<file path="src/rtl/vc_wrr_lock_arb_if.sv">
// Requester/arbiter handshake bundle for vc_wrr_lock_arb.
// The master drives the requests; the slave (the arbiter) drives the grants.
interface vc_wrr_lock_arb_if #(
  parameter int p_num_reqs    = 4,
  parameter int p_weight_bits = 2,
  parameter int p_id_bits     = $clog2(p_num_reqs)
);
  logic                              en;
  logic [p_num_reqs-1:0]             reqs;
  logic [p_num_reqs-1:0]             lasts;
  logic [p_num_reqs*p_weight_bits-1:0] weights;
  logic [p_num_reqs-1:0]             grants;
  logic [p_id_bits-1:0]              grant_id;
  logic                              locked;

  modport master (
    output en, reqs, lasts, weights,
    input  grants, grant_id, locked
  );

  modport slave (
    input  en, reqs, lasts, weights,
    output grants, grant_id, locked
  );
endinterface

</file>
<file path="src/rtl/vc_wrr_lock_arb.sv">
// Weighted round-robin arbiter with packet locking: each requester gets weight+1
// transfers per turn, and a multi-beat transfer keeps the grant until its last beat.
module vc_wrr_lock_arb #(
  parameter int p_num_reqs    = 4,
  parameter int p_weight_bits = 2,
  parameter int p_id_bits     = $clog2(p_num_reqs)
) (
  input logic              clk,
  input logic              reset,
  vc_wrr_lock_arb_if.slave bus
);
  typedef enum logic {ST_OPEN, ST_LOCKED} state_t;

  localparam logic [p_id_bits-1:0] lp_last_id = p_id_bits'(p_num_reqs - 1);

  state_t                   r_state, w_state_nxt;
  logic [p_id_bits-1:0]     r_ptr, w_ptr_nxt;
  logic [p_id_bits-1:0]     r_holder, w_holder_nxt;
  logic [p_weight_bits-1:0] r_cnt, w_cnt_nxt;

  logic [p_num_reqs-1:0]    w_grants;
  logic [p_id_bits-1:0]     w_gid;
  logic [p_id_bits-1:0]     w_idx;
  logic                     w_found;
  logic                     w_beat;
  logic [p_weight_bits-1:0] w_weight;
  logic [p_weight_bits-1:0] w_turn_cnt;

  // Grant selection: holder-only while locked, cyclic scan from r_ptr otherwise.
  always_comb begin
    // NOTE: every combinational output gets a default first so no path leaves it unassigned (no latch).
    w_grants = '0;
    w_gid    = '0;
    w_idx    = '0;
    w_found  = 1'b0;
    if (r_state == ST_LOCKED) begin
      if (bus.reqs[r_holder]) begin
        w_grants[r_holder] = 1'b1;
        w_gid              = r_holder;
      end
    end else begin
      for (int k = 0; k < p_num_reqs; k++) begin
        w_idx = p_id_bits'((int'(r_ptr) + k) % p_num_reqs);
        if (!w_found && bus.reqs[w_idx]) begin
          w_found         = 1'b1;
          w_grants[w_idx] = 1'b1;
          w_gid           = w_idx;
        end
      end
    end
  end

  assign w_beat     = bus.en && (|w_grants);
  assign w_weight   = p_weight_bits'(bus.weights >> (int'(w_gid) * p_weight_bits));
  // A winner that is not the pointer starts a fresh turn.
  assign w_turn_cnt = (w_gid == r_ptr) ? r_cnt : '0;

  always_comb begin
    w_state_nxt  = r_state;
    w_ptr_nxt    = r_ptr;
    w_cnt_nxt    = r_cnt;
    w_holder_nxt = r_holder;
    if (w_beat) begin
      if (!bus.lasts[w_gid]) begin
        w_state_nxt  = ST_LOCKED;
        w_holder_nxt = w_gid;
      end else begin
        w_state_nxt = ST_OPEN;
        // >= rather than == so a weight lowered mid-turn still ends the turn.
        if (w_turn_cnt >= w_weight) begin
          w_ptr_nxt = (w_gid == lp_last_id) ? '0 : w_gid + p_id_bits'(1);
          w_cnt_nxt = '0;
        end else begin
          w_ptr_nxt = w_gid;
          w_cnt_nxt = w_turn_cnt + p_weight_bits'(1);
        end
      end
    end
  end

  always_ff @(posedge clk or posedge reset) begin
    if (reset) begin
      r_state  <= ST_OPEN;
      r_ptr    <= '0;
      r_cnt    <= '0;
      r_holder <= '0;
    end else begin
      // NOTE: non-blocking updates so every register samples the pre-edge values.
      r_state  <= w_state_nxt;
      r_ptr    <= w_ptr_nxt;
      r_cnt    <= w_cnt_nxt;
      r_holder <= w_holder_nxt;
    end
  end

  assign bus.grants   = w_grants;
  assign bus.grant_id = w_gid;
  assign bus.locked   = (r_state == ST_LOCKED);
endmodule

</file>
<file path="src/flat_wrapper.sv">
// flat-port wrapper written by rule: the top's interface ports become plain ports
module vc_wrr_lock_arb_flat 
#(
  parameter int p_num_reqs    = 4,
  parameter int p_weight_bits = 2,
  parameter int p_id_bits     = $clog2(p_num_reqs)
)
  (clk, reset, bus_en, bus_reqs, bus_lasts, bus_weights, bus_grants, bus_grant_id, bus_locked);
  vc_wrr_lock_arb_if #(.p_num_reqs(p_num_reqs), .p_weight_bits(p_weight_bits), .p_id_bits(p_id_bits)) bus_i ();
  input logic clk;
  input logic reset;
  input wire logic [$bits(bus_i.en)-1:0] bus_en;
  input wire logic [$bits(bus_i.reqs)-1:0] bus_reqs;
  input wire logic [$bits(bus_i.lasts)-1:0] bus_lasts;
  input wire logic [$bits(bus_i.weights)-1:0] bus_weights;
  output wire logic [$bits(bus_i.grants)-1:0] bus_grants;
  output wire logic [$bits(bus_i.grant_id)-1:0] bus_grant_id;
  output wire logic [$bits(bus_i.locked)-1:0] bus_locked;
  assign bus_i.en = bus_en;
  assign bus_i.reqs = bus_reqs;
  assign bus_i.lasts = bus_lasts;
  assign bus_i.weights = bus_weights;
  assign bus_grants = bus_i.grants;
  assign bus_grant_id = bus_i.grant_id;
  assign bus_locked = bus_i.locked;
  vc_wrr_lock_arb #(.p_num_reqs(p_num_reqs), .p_weight_bits(p_weight_bits), .p_id_bits(p_id_bits)) u_core (.clk(clk), .reset(reset), .bus(bus_i));
endmodule
</file>
<file path="config.mk">
export PLATFORM = sky130hd
export DESIGN_NAME = vc_wrr_lock_arb_flat
export DESIGN_NICKNAME = d
export VERILOG_FILES = /design/src/rtl/vc_wrr_lock_arb_if.sv /design/src/rtl/vc_wrr_lock_arb.sv /design/src/flat_wrapper.sv
export SDC_FILE = /design/constraint.sdc
export NUM_CORES = 1
export LEC_CHECK = 0
export CELL_PAD_IN_SITES_DETAIL_PLACEMENT = 1
export CELL_PAD_IN_SITES_GLOBAL_PLACEMENT = 2
export CORE_ASPECT_RATIO = 0.5
export CORE_MARGIN = 4
export CORE_UTILIZATION = 33
export CTS_CLUSTER_SIZE = 28
export DETAILED_ROUTE_END_ITERATION = 12
export MAX_ROUTING_LAYER = met4
export PLACE_DENSITY_LB_ADDON = 0.1
export RECOVER_POWER = 100
export SLEW_MARGIN = 20
export SYNTH_ARGS = -nofsm -noshare
export SYNTH_HDL_FRONTEND = slang
export SYNTH_SLANG_ARGS = --single-unit
</file>
<file path="constraint.sdc">
create_clock -name clk -period 6.45 [get_ports clk]
set_input_delay 0.9675 -clock clk [delete_from_list [all_inputs] [get_ports clk]]
set_output_delay 0.9675 -clock clk [all_outputs]
set_load 0.005 [all_outputs]
</file>
==> Yosys cells after proc, flatten, opt, wreduce, memory -nomap -nowiden <==
Index checks and enable logic that the tools add are counted.
{ "op_classes": {"multipliers": 0, "shifts": 1, "n_reduce_logical": 15, "addsub": 5, "bitwise_logic": 4, "mux": 48, "order_cmp": 12, "n_eq_ne": 2, "n_div": 0} }
{ "op_table": {"columns": ["op", "count"], "rows": [
  ["4-bit 2-to-1 mux", 9],
  ["2-bit 2-to-1 mux", 10],
  ["2-bit by 3-bit < comparator with 1-bit output (second input constant)", 6],
  ["1-bit 2-to-1 mux", 18],
  ["1-bit binary-select mux with 2-bit select", 6],
  ["4-bit bitwise OR", 3],
  ["1-bit demux with 2-bit select", 5],
  ["2-bit by 1-bit >= comparator with 1-bit output (second input constant)", 5],
  ["1-bit logical AND", 9],
  ["8-bit by 3-bit right shift with 2-bit output", 1],
  ["2-bit by 1-bit adder with 2-bit output (second input constant)", 3],
  ["2-bit adder (second input constant)", 2],
  ["2-bit AND reduction", 2],
  ["4-bit OR reduction", 1],
  ["1-bit zero test", 3],
  ["2-bit == test", 1],
  ["2-bit == test (second input constant)", 1],
  ["2-bit >= comparator", 1],
  ["1-bit inverter", 1]
]} }
{ "word_totals": {"word_cells": 91, "out_inout_bits": 7, "regBits": 7, "rom_bits": 0, "in_bits": 19, "latchBits": 0, "memories": 0, "ram_bits": 0} }

==> Logic depth before layout (Yosys ltp) <==
{ "depth": {"depth_word": 20, "ltp_mapped": 19} }

==> Least setup slack after synthesis <==
No wires, ideal clock.
{ "synth_timing": {"path_kind": "input port to flip-flop", "from": "in bus_reqs[0]", "to": "reg u_core.r_cnt[1]", "t_arrival_ps": 3827, "cell_stages": 16, "path_slack_ps": 2559, "path_cell_list": "buf_6 -> or2_4 -> o31a_1 -> o2111ai_2 -> o21ai_1 -> a22o_1 -> buf_6 -> mux2_2 -> nor2_1 -> a31oi_1 -> ha_1 -> nand2b_1 -> a21oi_1 -> or2b_1 -> nor4b_1 -> a211o_1"} }
{ "synth_via": {"elab_chain_len": 20, "elab_cells_between_ends": 51, "classes_between": "add/sub: 1; order compare: 1; eq/ne: 1; shift: 1; mux: 35; bitwise: 3; reduce/logical: 9"} }
{ "synth_rtl": {"columns": ["element", "line_no", "rtl"], "rows": [
  ["start: declaration", "flat_wrapper.sv:13", "input wire logic [$bits(bus_i.reqs)-1:0] bus_reqs;"],
  ["1-bit binary-select mux with 2-bit select", "vc_wrr_lock_arb.sv:44", "if (!w_found && bus.reqs[w_idx]) begin"],
  ["1-bit 2-to-1 mux (implied by the code)", "vc_wrr_lock_arb.sv:44", null],
  ["1-bit 2-to-1 mux", "vc_wrr_lock_arb.sv:44", null],
  ["1-bit 2-to-1 mux", "vc_wrr_lock_arb.sv:36", "if (r_state == ST_LOCKED) begin"],
  ["1-bit zero test", "vc_wrr_lock_arb.sv:44", null],
  ["1-bit logical AND", "vc_wrr_lock_arb.sv:44", null],
  ["1-bit 2-to-1 mux", "vc_wrr_lock_arb.sv:44", null],
  ["1-bit 2-to-1 mux", "vc_wrr_lock_arb.sv:36", null],
  ["(+4 left out)", null, null],
  ["1-bit zero test", "vc_wrr_lock_arb.sv:44", null],
  ["1-bit logical AND", "vc_wrr_lock_arb.sv:44", null],
  ["2-bit 2-to-1 mux", "vc_wrr_lock_arb.sv:44", null],
  ["2-bit 2-to-1 mux", "vc_wrr_lock_arb.sv:36", null],
  ["2-bit == test", "vc_wrr_lock_arb.sv:56", "assign w_turn_cnt = (w_gid == r_ptr) ? r_cnt : '0;"],
  ["2-bit 2-to-1 mux", "vc_wrr_lock_arb.sv:56", null],
  ["2-bit by 1-bit adder with 2-bit output or 2-bit >= comparator (tied branches)", "vc_wrr_lock_arb.sv:75, vc_wrr_lock_arb.sv:70", null],
  ["2-bit 2-to-1 mux", "vc_wrr_lock_arb.sv:70", "if (w_turn_cnt >= w_weight) begin"],
  ["end signal: assignment", "vc_wrr_lock_arb.sv:91", "r_cnt <= w_cnt_nxt;"],
  ["end: declaration", "vc_wrr_lock_arb.sv:19", "logic [p_weight_bits-1:0] r_cnt, w_cnt_nxt;"]
]} }
Several ways; a longest one is shown, not always the timed one. The select of a mux whose other input is x is not followed.
A chain may end at the register's enable or synchronous reset.

==> Worst setup path after layout <==
{ "layout_timing": {"from": "reg u_core.r_ptr[0]", "to": "reg u_core.r_cnt[1]"} }
{ "layout_via": {"elab_chain_len": 20, "elab_cells_between_ends": 70, "classes_between": "add/sub: 4; order compare: 9; eq/ne: 1; shift: 1; mux: 39; bitwise: 3; reduce/logical: 13"} }
{ "layout_rtl": {"columns": ["element", "line_no", "rtl"], "rows": [
  ["start: declaration", "vc_wrr_lock_arb.sv:17", "logic [p_id_bits-1:0] r_ptr, w_ptr_nxt;"],
  ["start signal: assignment", "vc_wrr_lock_arb.sv:90", "r_ptr <= w_ptr_nxt;"],
  ["parallel branches: the longest is 20 deep, another holds 2-bit by 3-bit < comparator with 1-bit output", null, null]
]} }
Several ways; the timed one is not identified. The select of a mux whose other input is x is not followed.

==> results summary <==
The synthesized netlist contains 58 unique library cells. Clock tree synthesis inserted a total of 3 buffers. In the post-route analysis, the smallest setup slack over all paths is 1530 ps.

The power density normalized to cell area is 492 nW/um^2. The net count after synthesis came out at 171. Of the post-synthesis cell area, the dominant cell type holds 13.6%. The register bit count reported by yosys came out at 7. The number of levels the H-tree was split into is 1. The antenna cell count is 0.

Row generation in the floorplan step produced 15 rows. Entering global routing, the biggest net connects 15 pins. The library cell occupying the most area in the post-synthesis netlist is dfrtp_1. Clock tree synthesis selected as its root buffer the cell clkbuf_8.

Timing would allow up to 0.203 GHz. The residual DRC count is 0. Counting stages on the worst path, the most repeated cell is ha_1. The async set or reset register ratio after synthesis is 100%. The path category of the worst min-delay check is reg -> reg. The smallest hold slack is 537 ps. The first-pass GRT wire length is 5.89 mm. The overall routed net length is 3.55 mm.

The die covers 5030 um^2. For this design, the slowest cell found on the critical path is dfrtp_1. The number of slew-limit violations in the final report is 0. The post-synthesis to final-layout area growth is 18.6%.

The clock period minus final worst setup slack is 4920 ps. The leakage power summed over all cells is 0.651 nW. The overall routing resource usage came out at 15.2%. The critical path startpoint category is a register. Measured in cells, the most critical reg-to-reg path has a length of 16. The synthesized instance count came out at 144.

The number of vias in the routed layout came out at 1177. The setup fix buffers added after clock tree synthesis is 0. Setup repair after global routing left no endpoint under its margin. The delay of the slowest cell on the worst path came out at 680 ps.

The total count of hold-check failures in the final report came out at 0. The post-route clock skew came out at 0.646 ps. The x dimension of the die came out at 96.4 um. The initial cell density of the core came out at 36.0%. In this run the remaining antenna-violating nets after routing total 0. Yosys printed 0 warnings.

The largest fanout of any net on the critical path is 13. The sequential element share of the synthesized area came out at 13.6%. In this run, the number of DRC markers left after iteration 0 of detailed routing was 40. The initial antenna violation count is 0. The cell family contributing the most delay on the critical path is compound AO/OA/AOI/OAI gates. The number of input and output port buffers inserted came out at 25.

The core region is 3580 um^2. The detail-routed via count per cell is 5.47. For this run, the leading register cell type out of synthesis is dfrtp_1. The clock slew seen by the registers of the worst setup and hold paths came out at 40 ps. TritonCTS built the clock tree.

The placed wire-length estimate after detailed placement is 2.77 mm. After the last flow step, the layout net total stands at 192. Overall power consumption after layout is estimated at 0.000752 W. The number of cells on the worst hold path came out at 1. After clock tree synthesis, the flow added hold-fix buffers numbering 0.

The pin slew with the least headroom to its limit came out at 579 ps. The critical path arrival came out at 5080 ps. After routing, the total negative slack on setup checks comes to 0 ps. The period utilization came out at 76.2%. The number of cells on the critical path came out at 16. The worst max-slew margin expressed relative to the limit is 61.4%.

26 I/O pins were placed. The total overflow reported by the global router came out at 0. The die outline height came out at 52.2 um. The average size of a mapped cell came out at 8.95 um^2.

The critical path in this run is classified as reg -> reg. Counting both buffers and inverters, the worst setup path holds a total of 1. By area the synthesized netlist is led by dfrtp_1, ha_1, mux2i_1. STA classifies the critical path endpoint as a register. Across the run, the number of max-cap violations was 0. The flow ran to the end, and the final reports show no timing, DRC or antenna violations.

The post-cts sizing count came out at 0. The fraction of layout instances using a drive strength above 1 came out at 13.4%. The pre-antenna-repair detailed-routing pass consisted of 4 iterations.

The number of enable-type register cells in the synthesized netlist came out at 0. The number of global-route vias before repair came out at 1181. Counting the fill cells in the layout gives 420. The longest clock path from root to sink contains 2 buffers. Walking the worst path, the cells encountered are clkinv_4 -> ha_1 -> mux2i_1 -> mux2_1 -> o2111ai_1 -> o21ai_0 -> a22o_1 -> mux2_2 -> nor2_1 -> a31oi_1 -> ha_1 -> nand2b_1 -> a21oi_1 -> or2b_1 -> nor4b_1 -> a211o_1. The pre-CTS worst setup slack came out at 1580 ps.

Setup violations remaining at the end of the flow were counted as 0. The clock reaches the later pin of the worst-skew pair after 220 ps. The data required time of the critical path came out at 6610 ps.

The maximum ir drop on the vdd rail is 0.169 mV. The post-synth design cell area is 1290 um^2. The detailed-route wire length per cell came out at 16.5 um.

CTS saw 7 sinks. Routability-driven placement finished with a final weighted congestion of 0.875.
cells by family (layout without fill, tap and decap cells):
group / after synthesis / after routing / synth area share [%]
buffers and inverters: 16 / 36 / 10.6
XOR/XNOR: 2 / 2 / 1.36
AND/OR/NAND/NOR: 51 / 51 / 23.3
multiplexers: 20 / 20 / 18.5
adder cells (fa/ha/maj): 8 / 8 / 7.77
AO/OA/AOI/OAI: 40 / 40 / 24.9
flip-flops: 7 / 7 / 13.6
layout make-up:
class	instances	area [um^2]	area share [%]
tap	51	63.8	4.17
sequential	7	175	11.5
clock buffer	4	45.0	2.95
timing repair buffer	25	250	16.4
multi-input combinational	121	963	63.0
inverter	7	31.3	2.05
metrics by stage:
| stage | cells | utilization, % | instance area (um^2) |
|---|---|---|---|
| final | 215 | 42.7 | 1530 |
| after global routing | 215 | 42.7 | 1530 |
| after CTS | 215 | 43.0 | 1540 |
| after detailed placement | 211 | 41.8 | 1500 |
| after global placement | 211 | 41.8 | 1500 |
| after floorplan | 144 | - | 1290 |
Yosys cell counts (3+ instances only):
cell      count
mux2i_1      10
o211ai_1      4
nand3_1       3
dfrtp_1       7
ha_1          8
o21ai_0       7
mux2_2        6
nor2_1       14
nor3_1        4
inv_1         6
nand2_1       7
clkbuf_8      3
a21oi_1       5
a211o_1       5
a311oi_1      4
buf_6         5
cells in the final DEF, fill, tap and decap left out, drive strengths merged, types with 6 or more instances in the layout:
| cell type | count |
|---|---|
| clkdlybuf4s50 | 17 |
| dfrtp | 7 |
| dlygate4sd3 | 8 |
| ha | 8 |
| inv | 6 |
| mux2 | 8 |
| mux2i | 11 |
| nand2 | 9 |
| nor2 | 14 |
| o21ai | 9 |
where the power goes:
part / switching (W) / internal [W] / total, W
clock network: 0.0000179 / 0.0000427 / 0.0000606
registers: 0.0000544 / 0.0000642 / 0.000119
logic: 0.000306 / 0.000267 / 0.000572
flip-flops by register name, indices dropped and copies added (netlist names):
register and count:
u_core.r_ptr 2, u_core.r_holder 2, u_core.bus.locked 1, u_core.r_cnt 2
final timing paths:
check	start	end	slack, ps
max	u_core.r_ptr[0]$_DFFE_PP0P_	u_core.r_cnt[1]$_DFFE_PP0P_	1530
min	u_core.r_cnt[1]$_DFFE_PP0P_	u_core.r_cnt[1]$_DFFE_PP0P_	540
max reg2reg	u_core.r_ptr[0]$_DFFE_PP0P_	u_core.r_cnt[1]$_DFFE_PP0P_	1530
min reg2reg	u_core.r_cnt[1]$_DFFE_PP0P_	u_core.r_cnt[1]$_DFFE_PP0P_	540
max in group asynchronous	reset	u_core.bus.locked$_DFFE_PP0N_	5130
min in group asynchronous	reset	u_core.r_cnt[0]$_DFFE_PP0P_	1110
per-layer routing:
| layer | vias to the layer above | wire, um | GRT usage, % |
|---|---|---|---|
| met1 | 558 | 1860 | 21.4 |
| met4 | 0 | 21 | 2.56 |
| met5 | - | 0 | - |
| met3 | 4 | 207 | 3.16 |
| li1 | 586 | - | - |
| met2 | 29 | 1460 | 22.7 |
Note: power is estimated with default switching activity, not from simulation.
